==> src/rtl/powlib_busarb_pkg.sv <==
// Shared types and helpers for the round-robin bus arbiter.
// Holds the FSM state encoding and a constant clog2 used for counter/index widths.
package powlib_busarb_pkg;

    typedef enum logic {
        POWLIB_BUSARB_IDLE  = 1'b0,
        POWLIB_BUSARB_GRANT = 1'b1
    } arb_state_t;

    function automatic int clog2(input int value);
        int res;
        res = 0;
        for (int i = 0; i < 31; i++) begin
            if ((32'sd1 <<< i) < value) begin
                res = i + 1;
            end
        end
        return res;
    endfunction

endpackage

==> src/rtl/powlib_busarb_rr.sv <==
// Rotating-priority picker: first requester at or after ptr, wrapping modulo N.
// Purely combinational, zero latency; no backpressure involvement.
// Backpressure: none, the caller decides when the pick is registered.
module powlib_busarb_rr #(
    parameter int N  = 3,
    parameter int IW = 2
) (
    input  logic [N-1:0]  reqs,
    input  logic [IW-1:0] ptr,
    output logic [N-1:0]  onehot,
    output logic [IW-1:0] idx,
    output logic          any
);

    // Offset k is tried before k+1; constant j keeps every select static.
    always_comb begin
        onehot = '0;
        idx    = '0;
        any    = 1'b0;
        for (int k = 0; k < N; k++) begin
            for (int j = 0; j < N; j++) begin
                if (!any && reqs[j] && (((int'(ptr) + k) % N) == j)) begin
                    any       = 1'b1;
                    onehot[j] = 1'b1;
                    idx       = IW'(j);
                end
            end
        end
    end

endmodule

==> src/rtl/powlib_busarb.sv <==
// Round-robin, burst-locked arbiter sharing one addr/data/vld/rdy port among B_REQS requesters.
// Latency: 1 IDLE cycle to arbitrate, then 1 cycle registered output per beat.
// Backpressure: outrdy low with a held beat drops all inrdys; optional stats via POWLIB_BUSARB_STATS_EN.
module powlib_busarb
    import powlib_busarb_pkg::*;
#(
    parameter int          EAR       = 0,
    parameter logic [63:0] ID        = "ARB",
    parameter int          EDBG      = 0,
    parameter int          B_REQS    = 3,
    parameter int          B_AW      = 32,
    parameter int          B_DW      = 40,
    parameter int          MAX_BURST = 16
) (
    input  logic                     clk,
    input  logic                     rst,
    input  logic [B_AW*B_REQS-1:0]   inaddrs,
    input  logic [B_DW*B_REQS-1:0]   indatas,
    input  logic [B_REQS-1:0]        invlds,
    output logic [B_REQS-1:0]        inrdys,
    output logic [B_AW-1:0]          outaddr,
    output logic [B_DW-1:0]          outdata,
    output logic                     outvld,
    input  logic                     outrdy,
    output logic [B_REQS-1:0]        gnt
`ifdef POWLIB_BUSARB_STATS_EN
    ,
    output logic [32*B_REQS-1:0]     beatcnts
`endif
);

    localparam int IW = (clog2(B_REQS) < 1) ? 1 : clog2(B_REQS);
    localparam int CW = (clog2(MAX_BURST + 1) < 1) ? 1 : clog2(MAX_BURST + 1);

    arb_state_t        state, state_nxt;
    logic [B_REQS-1:0] gnt_q;
    logic [IW-1:0]     gidx;
    logic [IW-1:0]     ptr;
    logic [CW-1:0]     beatcnt;

    logic [B_REQS-1:0] pick_oh;
    logic [IW-1:0]     pick_idx;
    logic              pick_any;

    logic              can_load;
    logic              sel_vld;
    logic [B_AW-1:0]   sel_addr;
    logic [B_DW-1:0]   sel_data;
    logic              accept;
    logic              last_beat;
    logic              release_gnt;
    logic              dp_clr;
    logic              unused_cfg;

    assign unused_cfg = (EDBG != 0) ^ (|ID);

    powlib_busarb_rr #(
        .N  (B_REQS),
        .IW (IW)
    ) u_rr (
        .reqs   (invlds),
        .ptr    (ptr),
        .onehot (pick_oh),
        .idx    (pick_idx),
        .any    (pick_any)
    );

    always_comb begin
        sel_vld  = 1'b0;
        sel_addr = '0;
        sel_data = '0;
        for (int i = 0; i < B_REQS; i++) begin
            if (gnt_q[i]) begin
                sel_vld  = invlds[i];
                sel_addr = inaddrs[B_AW*i +: B_AW];
                sel_data = indatas[B_DW*i +: B_DW];
            end
        end
    end

    assign can_load  = ~outvld | outrdy;
    assign accept    = (state == POWLIB_BUSARB_GRANT) & sel_vld & can_load;
    assign last_beat = (beatcnt == CW'(MAX_BURST - 1));
    assign inrdys    = ((state == POWLIB_BUSARB_GRANT) && can_load) ? gnt_q : '0;
    assign gnt       = gnt_q;

    // A granted requester dropping vld, even while stalled, gives up the port.
    always_comb begin
        state_nxt   = state;
        release_gnt = 1'b0;
        case (state)
            POWLIB_BUSARB_IDLE: begin
                if (pick_any) begin
                    state_nxt = POWLIB_BUSARB_GRANT;
                end
            end
            POWLIB_BUSARB_GRANT: begin
                if (!sel_vld || (accept && last_beat)) begin
                    release_gnt = 1'b1;
                    state_nxt   = POWLIB_BUSARB_IDLE;
                end
            end
            default: state_nxt = POWLIB_BUSARB_IDLE;
        endcase
    end

    always_ff @(posedge clk or negedge rst) begin
        if (!rst) begin
            state <= POWLIB_BUSARB_IDLE;
        end else begin
            state <= state_nxt;
        end
    end

    always_ff @(posedge clk or negedge rst) begin
        if (!rst) begin
            gnt_q   <= '0;
            gidx    <= '0;
            ptr     <= '0;
            beatcnt <= '0;
        end else if ((state == POWLIB_BUSARB_IDLE) && pick_any) begin
            gnt_q   <= pick_oh;
            gidx    <= pick_idx;
            beatcnt <= '0;
        end else if (release_gnt) begin
            gnt_q   <= '0;
            ptr     <= (gidx == IW'(B_REQS - 1)) ? '0 : gidx + IW'(1);
            beatcnt <= '0;
        end else if (accept) begin
            beatcnt <= beatcnt + CW'(1);
        end
    end

    if (EAR != 0) begin : g_ear
        assign dp_clr = ~rst;
    end else begin : g_noear
        assign dp_clr = 1'b0;
    end

    // The held beat drains on outrdy regardless of grant state.
    always_ff @(posedge clk or negedge rst) begin
        if (!rst) begin
            outvld  <= 1'b0;
            outaddr <= '0;
            outdata <= '0;
        end else if (dp_clr) begin
            outvld  <= 1'b0;
            outaddr <= '0;
            outdata <= '0;
        end else if (accept) begin
            outvld  <= 1'b1;
            outaddr <= sel_addr;
            outdata <= sel_data;
        end else if (outrdy) begin
            outvld  <= 1'b0;
        end
    end

`ifdef POWLIB_BUSARB_STATS_EN
    logic [B_REQS-1:0][31:0] stat_q;

    always_ff @(posedge clk or negedge rst) begin
        if (!rst) begin
            stat_q <= '0;
        end else begin
            for (int i = 0; i < B_REQS; i++) begin
                if (accept && gnt_q[i]) begin
                    stat_q[i] <= stat_q[i] + 32'd1;
                end
            end
        end
    end

    assign beatcnts = stat_q;
`endif

endmodule
==> config.mk <==
export PLATFORM = sky130hd
export DESIGN_NAME = powlib_busarb
export DESIGN_NICKNAME = d
export VERILOG_FILES = /design/src/rtl/powlib_busarb_pkg.sv /design/src/rtl/powlib_busarb_rr.sv /design/src/rtl/powlib_busarb.sv
export SDC_FILE = /design/constraint.sdc
export NUM_CORES = 1
export LEC_CHECK = 0
export ABC_AREA = 1
export CAP_MARGIN = 20
export CORE_MARGIN = 1
export CORE_UTILIZATION = 39
export CTS_BUF_LIST = sky130_fd_sc_hd__clkbuf_16
export DETAILED_ROUTE_END_ITERATION = 8
export GPL_ROUTABILITY_DRIVEN = 0
export PLACE_DENSITY = 0.91
export SLEW_MARGIN = 40
export SYNTH_ARGS = -nofsm -noshare
export SYNTH_HDL_FRONTEND = slang
export SYNTH_SLANG_ARGS = --single-unit
==> constraint.sdc <==
create_clock -name clk -period 2.3 [get_ports clk]
set_input_delay 0.46 -clock clk [delete_from_list [all_inputs] [get_ports clk]]
set_output_delay 0.46 -clock clk [all_outputs]
set_load 0.01 [all_outputs]
Yosys cells after proc, flatten, opt, wreduce, memory -nomap -nowiden
Index checks and enable logic that the tools add are counted.
Word-level totals
  word-level logic and storage cells: 114
  input bits: 222
  register bits after elaboration: 86
  output and inout bits: 79
Operators by class
  bitwise logic cells: 6
  reduce and logical (&&, ||, !) cells: 37
  add/subtract/negate cells: 4
  divide/modulo/power cells: 3
  eq/ne operators: 8
  multiplexer cells: 48
Operators with widths (count)
  40-bit two-way mux: 3
  32-bit by 2-bit equality test with 1-bit output (second input constant): 3
  32-bit by 3-bit equality test with 1-bit output (second input constant): 3
  32-bit logical NOT: 3
  32-bit two-way mux: 3
  32-bit by 3-bit remainder unit with 32-bit output (second input constant): 2
  3-bit by 3-bit remainder unit with 32-bit output (second input constant): 1
  1-bit two-way mux: 27
  1-bit logical AND: 20
  2-bit two-way mux: 8
  5-bit two-way mux: 3
  1-bit logical NOT: 9
  3-bit two-way mux: 3
  5-bit by 1-bit adder with 5-bit output (second input constant): 1
  5-bit by 4-bit equality test with 1-bit output (second input constant): 1
  2-bit nonzero test: 2
  2-bit by 1-bit adder with 3-bit output (second input constant): 1
  2-bit by 2-bit adder with 3-bit output (second input constant): 1
  1-bit NOT: 3
  3-bit nonzero test: 1
  2-bit by 1-bit adder with 2-bit output (second input constant): 1
  1-bit bitwise AND: 2
  2-bit equality test (second input constant): 1
  1-bit one-hot mux with 2 select lines: 1
  other kinds (3): 3

Longest topological paths before layout
  depth after elaboration: 39
  gate-level depth with buffers: 12
  mapped depth without buffers: 12

Modules after synthesis
A second synthesis with hierarchy kept.
Unflattened totals
  cell total of the unflattened synthesis: 681
  area total of the unflattened synthesis: 5086.1 sq um
By module, submodules not included
  powlib_busarb: times used 1, area an instance 4904.7 sq um, cells an instance 645, sequential area each 2152.1 sq um
  powlib_busarb_rr: times used 1, area an instance 181.4 sq um, cells an instance 36, sequential area each 0.0 sq um

Worst setup path after synthesis
Ideal clock, no wire load.
  path type: reg-to-reg
  start: register ptr[0]
  end: register gnt_q[1], in the netlist gnt[1]
  cell stages (with the launch flop): 13
  path slack: 648 ps
  library setup time: 118 ps
  arrival: 1533 ps
  cells stage by stage: dfrtp_1 -> inv_1 -> ha_1 -> nand2_1 -> nand2_1 -> a21oi_2 -> nand3_2 -> nor2_4 -> nand3_2 -> nand2_4 -> inv_2 -> nand2_1 -> nand2_1
Between the ends
  longest elaborated chain between the ends: 38
RTL lines
  from (decl): line powlib_busarb.sv:38  | logic [IW-1:0] ptr;
  from (signal assigned): line powlib_busarb.sv:127  | ptr <= (gidx == IW'(B_REQS - 1)) ? '0 : gidx + IW'(1);
  parallel branches: the longest is 38 deep, another holds 32-bit by 3-bit remainder unit with 32-bit output
  to (signal assigned): line powlib_busarb.sv:122  | gnt_q <= pick_oh;
  to (decl): line powlib_busarb.sv:36  | logic [B_REQS-1:0] gnt_q;
Parallel ways; which one is timed is not known.
A chain may end at the register's enable or synchronous reset.

Worst setup path after layout
  start: input port outrdy
  end: output port inrdys[2]
Between the ends
  longest elaborated chain between the ends: 3
RTL lines
  from (decl): line powlib_busarb.sv:24  | input logic outrdy,
  1-bit OR: line powlib_busarb.sv:81  | assign can_load = ~outvld | outrdy;
  1-bit logical AND: line powlib_busarb.sv:84  | assign inrdys = ((state == POWLIB_BUSARB_GRANT) && can_load) ? gnt_q : '0;
  3-bit two-way mux: line powlib_busarb.sv:84
  to (decl): line powlib_busarb.sv:20  | output logic [B_REQS-1:0] inrdys,
Every way passes these cells.

==> results.md <==
* Worst reg-to-reg path cell count at 12
* Top-area cell type share of the netlist area at 0.417
* Kind of critical path: primary input to output pin
* Commonest non-fill, non-tap cell in the layout: clkdlybuf4s50_1
* Worst VDD drop at ~0.76 mV
* Post-synthesis sequential area ratio at 0.417
* Mapped Cells at 600
* Overall die area at 0.0137 mm²
* RR Startpoint: ptr[0]$_DFFE_PN0P_
* Yosys warning count at 0
* Crit path required time at 1.84 ns
* Die W at ~120 µm
* Initial antenna violation count at 0
* FP Rows at 41
* MaxCap Viol Count at 0
* Ratio of cells with drive above 1 in the final layout at 0.105
* FF-to-FF setup slack at ~0.44 ns
* Die Ht at about 120 µm
* Skew final at ~0.0063 ns
* Post-Synth Simple-Gate Area at 0.181
* Worst-path clk slew at about 0.060 ns
* TritonRoute pass-1 iters at 7
* Total CTS buffers at 9
* Adder-cell share of the synthesized area at 0.00970
* TritonCTS Sinks at 86
* Clock root buffer: clkbuf_16
* Top post-synthesis cells by area: dfrtp_1 42%, o2bb2ai_1 12%, o21ai_2 8.7%
* Hold WC Path Type: primary input to asynchronous set/reset pin
* Fin. Hold Viols at 0
* RSZ-0062 raised after global routing: false
* CP Launch Type: primary input
* Leading cell types in the layout, fill and taps excluded: 297 x clkdlybuf4s50_1, 108 x nand2_1, 83 x dfrtp_1, 78 x nand3_1, 73 x a21oi_1
* Fin crit period at about 2.2 ns
* Flip-flop and latch area at about 0.0022 mm²
* Initial Utilization at 0.404
* CP Capture Type: output pin
* Synthesized area per cell at about 8.6 µm²
* # Post-CTS Setup Buffers at 0
* Nets@finish at about 1100
* Antenna Nets Post-Route at 0
* Setup violations, final at 0
* Slew HR at 0.671
* Grt total ovfl at 0
* Vias in the first global route at between 5000 and 6000
* H-tree depth at 3
* CTS tree: yes
* Slew @ Worst Pin at approximately 0.49 ns
* Dpl hpwl at 13300 µm
* Highest Clock Rate at between 0.4 and 0.5 GHz
* Slew Viols, Final at 0
* CTS Buffer Depth at 2
* Post-Syn Area at a little over 0.005 mm²
* Core area at about 0.013 mm²
* Critical R2R Capture: gnt[1]$_DFFE_PN0P_
* Layout Utilization at 0.665
* Synth area leader: dfrtp_1
* Synthesis-to-layout area growth at 64.5%
* Synth Area in Compound Gates at 0.312
* Worst Path Arrival at around 1.8 ns
* Number of I/O pins at ~300
* Largest family of logic cells by synthesized area: compound AO/OA/AOI/OAI gates
* First-pass GRT wire length at 26700 µm
* Pin count of the biggest net entering global routing at 71
* Total Routed Length at around 18000 µm
* Synth cell types at 27
* Inserted Diodes at 0
* DR vias at between 5000 and 6000
* DRC Markers at 0
* Clk Latency, worst-skew pair at ~0.33 ns
* Footprint of the multi-input gates at around 0.0026 mm²
* Outcome: complete, no violations
* Drt wl/cell at around 17 µm
* # fillers at approximately 1100
* Number of synthesized register bits at 86
* Max FO, Critical Path at 4
* Vias per cell at ~5.3
* Multiplexer area fraction after synthesis at 0
* Crit path from: outrdy
* Leakage at 3.45 nW
* Power per cell area at 970 mW/mm²
* 1st-iter DRT viols at roughly 320
* Setup TNS at 0 ns
* Tot GR Track Use at 0.256
* Final period util at 0.969
* Syn nets at about 830
* XOR/XNOR Fraction of Synth Area at 0.00509
* IO Port Bufs at 300
## cells in the mapped netlist
| cell type | instances |
|---|---|
| o21a_1 | 1 |
| buf_2 | 10 |
| and3_1 | 2 |
| inv_1 | 15 |
| inv_2 | 2 |
| o2bb2ai_1 | 72 |
| nand2_4 | 2 |
| nor2_4 | 2 |
| o21ai_1 | 5 |
| nand3_1 | 78 |
| xor2_1 | 2 |
| a21oi_1 | 73 |
| buf_1 | 8 |
| nand3_2 | 2 |
| o21ai_2 | 51 |
| o21ai_0 | 23 |
| nand2_1 | 108 |
| clkbuf_1 | 24 |
| a21oi_2 | 1 |
| ha_1 | 4 |
| a32oi_1 | 1 |
| nand4_1 | 1 |
| dfrtp_1 | 86 |
| xnor2_1 | 1 |
| nand3b_1 | 2 |
| nor2_1 | 10 |
| buf_6 | 14 |
## where the power goes
group          leakage, nW  internal (mW)  switching, mW
Clock                0.134          0.705          0.562
Combinational         2.19           2.20           2.48
Sequential            1.13           2.01          0.288
Total                 3.45           4.91           3.33
## through the flow
| step | std cells | cell area (µm²) | power (mW) | setup slack (ns) | hold WS [ns] |
|---|---|---|---|---|---|
| after global placement | 1032 | 8240 | 6.88 | 0.0966 | 0.404 |
| final | 1047 | 8490 | 8.24 | 0.0714 | 0.0514 |
| after floorplan | 600 | 5160 | 5.07 | 0.648 | 0.164 |
| after detailed placement | 1032 | 8240 | 7.00 | 0.0652 | 0.408 |
| after global routing | 1047 | 8490 | 8.83 | 0.00884 | 0.0693 |
| after CTS | 1047 | 8490 | 8.30 | 0.0510 | 0.0538 |
## layout make-up
cell class | count | share of cell area
Clock inverter | 6 | 0.00280
Clock buffer | 9 | 0.0265
Inverter | 17 | 0.00781
Timing Repair Buffer | 316 | 0.375
Sequential cell | 86 | 0.254
Tap cell | 172 | 0.0253
Multi-Input combinational cell | 441 | 0.308
## logic make-up (layout without fill, tap and decap cells)
group | after synthesis | in the layout
adders and majority gates | 4 | 4
AOI/OAI and AO/OA | 227 | 227
buffers and inverters | 73 | 348
xor gates and xnor gates | 3 | 3
DFF | 86 | 86
and+or+nand+nor | 207 | 207
## state kept, by name (all words and copies together) (netlist names)
register and cells:
outaddr 32, beatcnt 5, state 1, gidx 2
gnt 3, ptr 2, outvld 1, outdata 40
## worst max-delay path, cell delays in order
cell and delay [ns]:
clkdlybuf4s50_1 0.46, inv_1 0.04, nand2_1 0.06, nand2_1 0.11, nor2_1 0.10, clkdlybuf4s50_1 0.54
## worst max-delay path by stage
stage / end / slack, ns / depth (start not counted)
floorplan: gnt[1]$_DFFE_PN0P_ / 0.65 / 12
global placement: inrdys[0] / 0.1 / 6
detailed placement: inrdys[0] / 0.07 / 6
CTS: inrdys[1] / 0.05 / 6
global route: inrdys[2] / 0.009 / 6
finish: inrdys[2] / 0.07 / 6
## layer usage
layer,up-vias,track usage,share of wire
li1,2687,-,-
met1,2578,0.300,0.39
met2,261,0.447,0.49
met3,48,0.0520,0.076
met4,0,0.125,0.038
met5,-,0,0
## repair_timing
action                                  in CTS  in global routing
endpoints found under the setup margin       0                  2
gates resized for setup                      0                  2
hold buffers                                 0                  0
(Power assumes the default switching activity.)
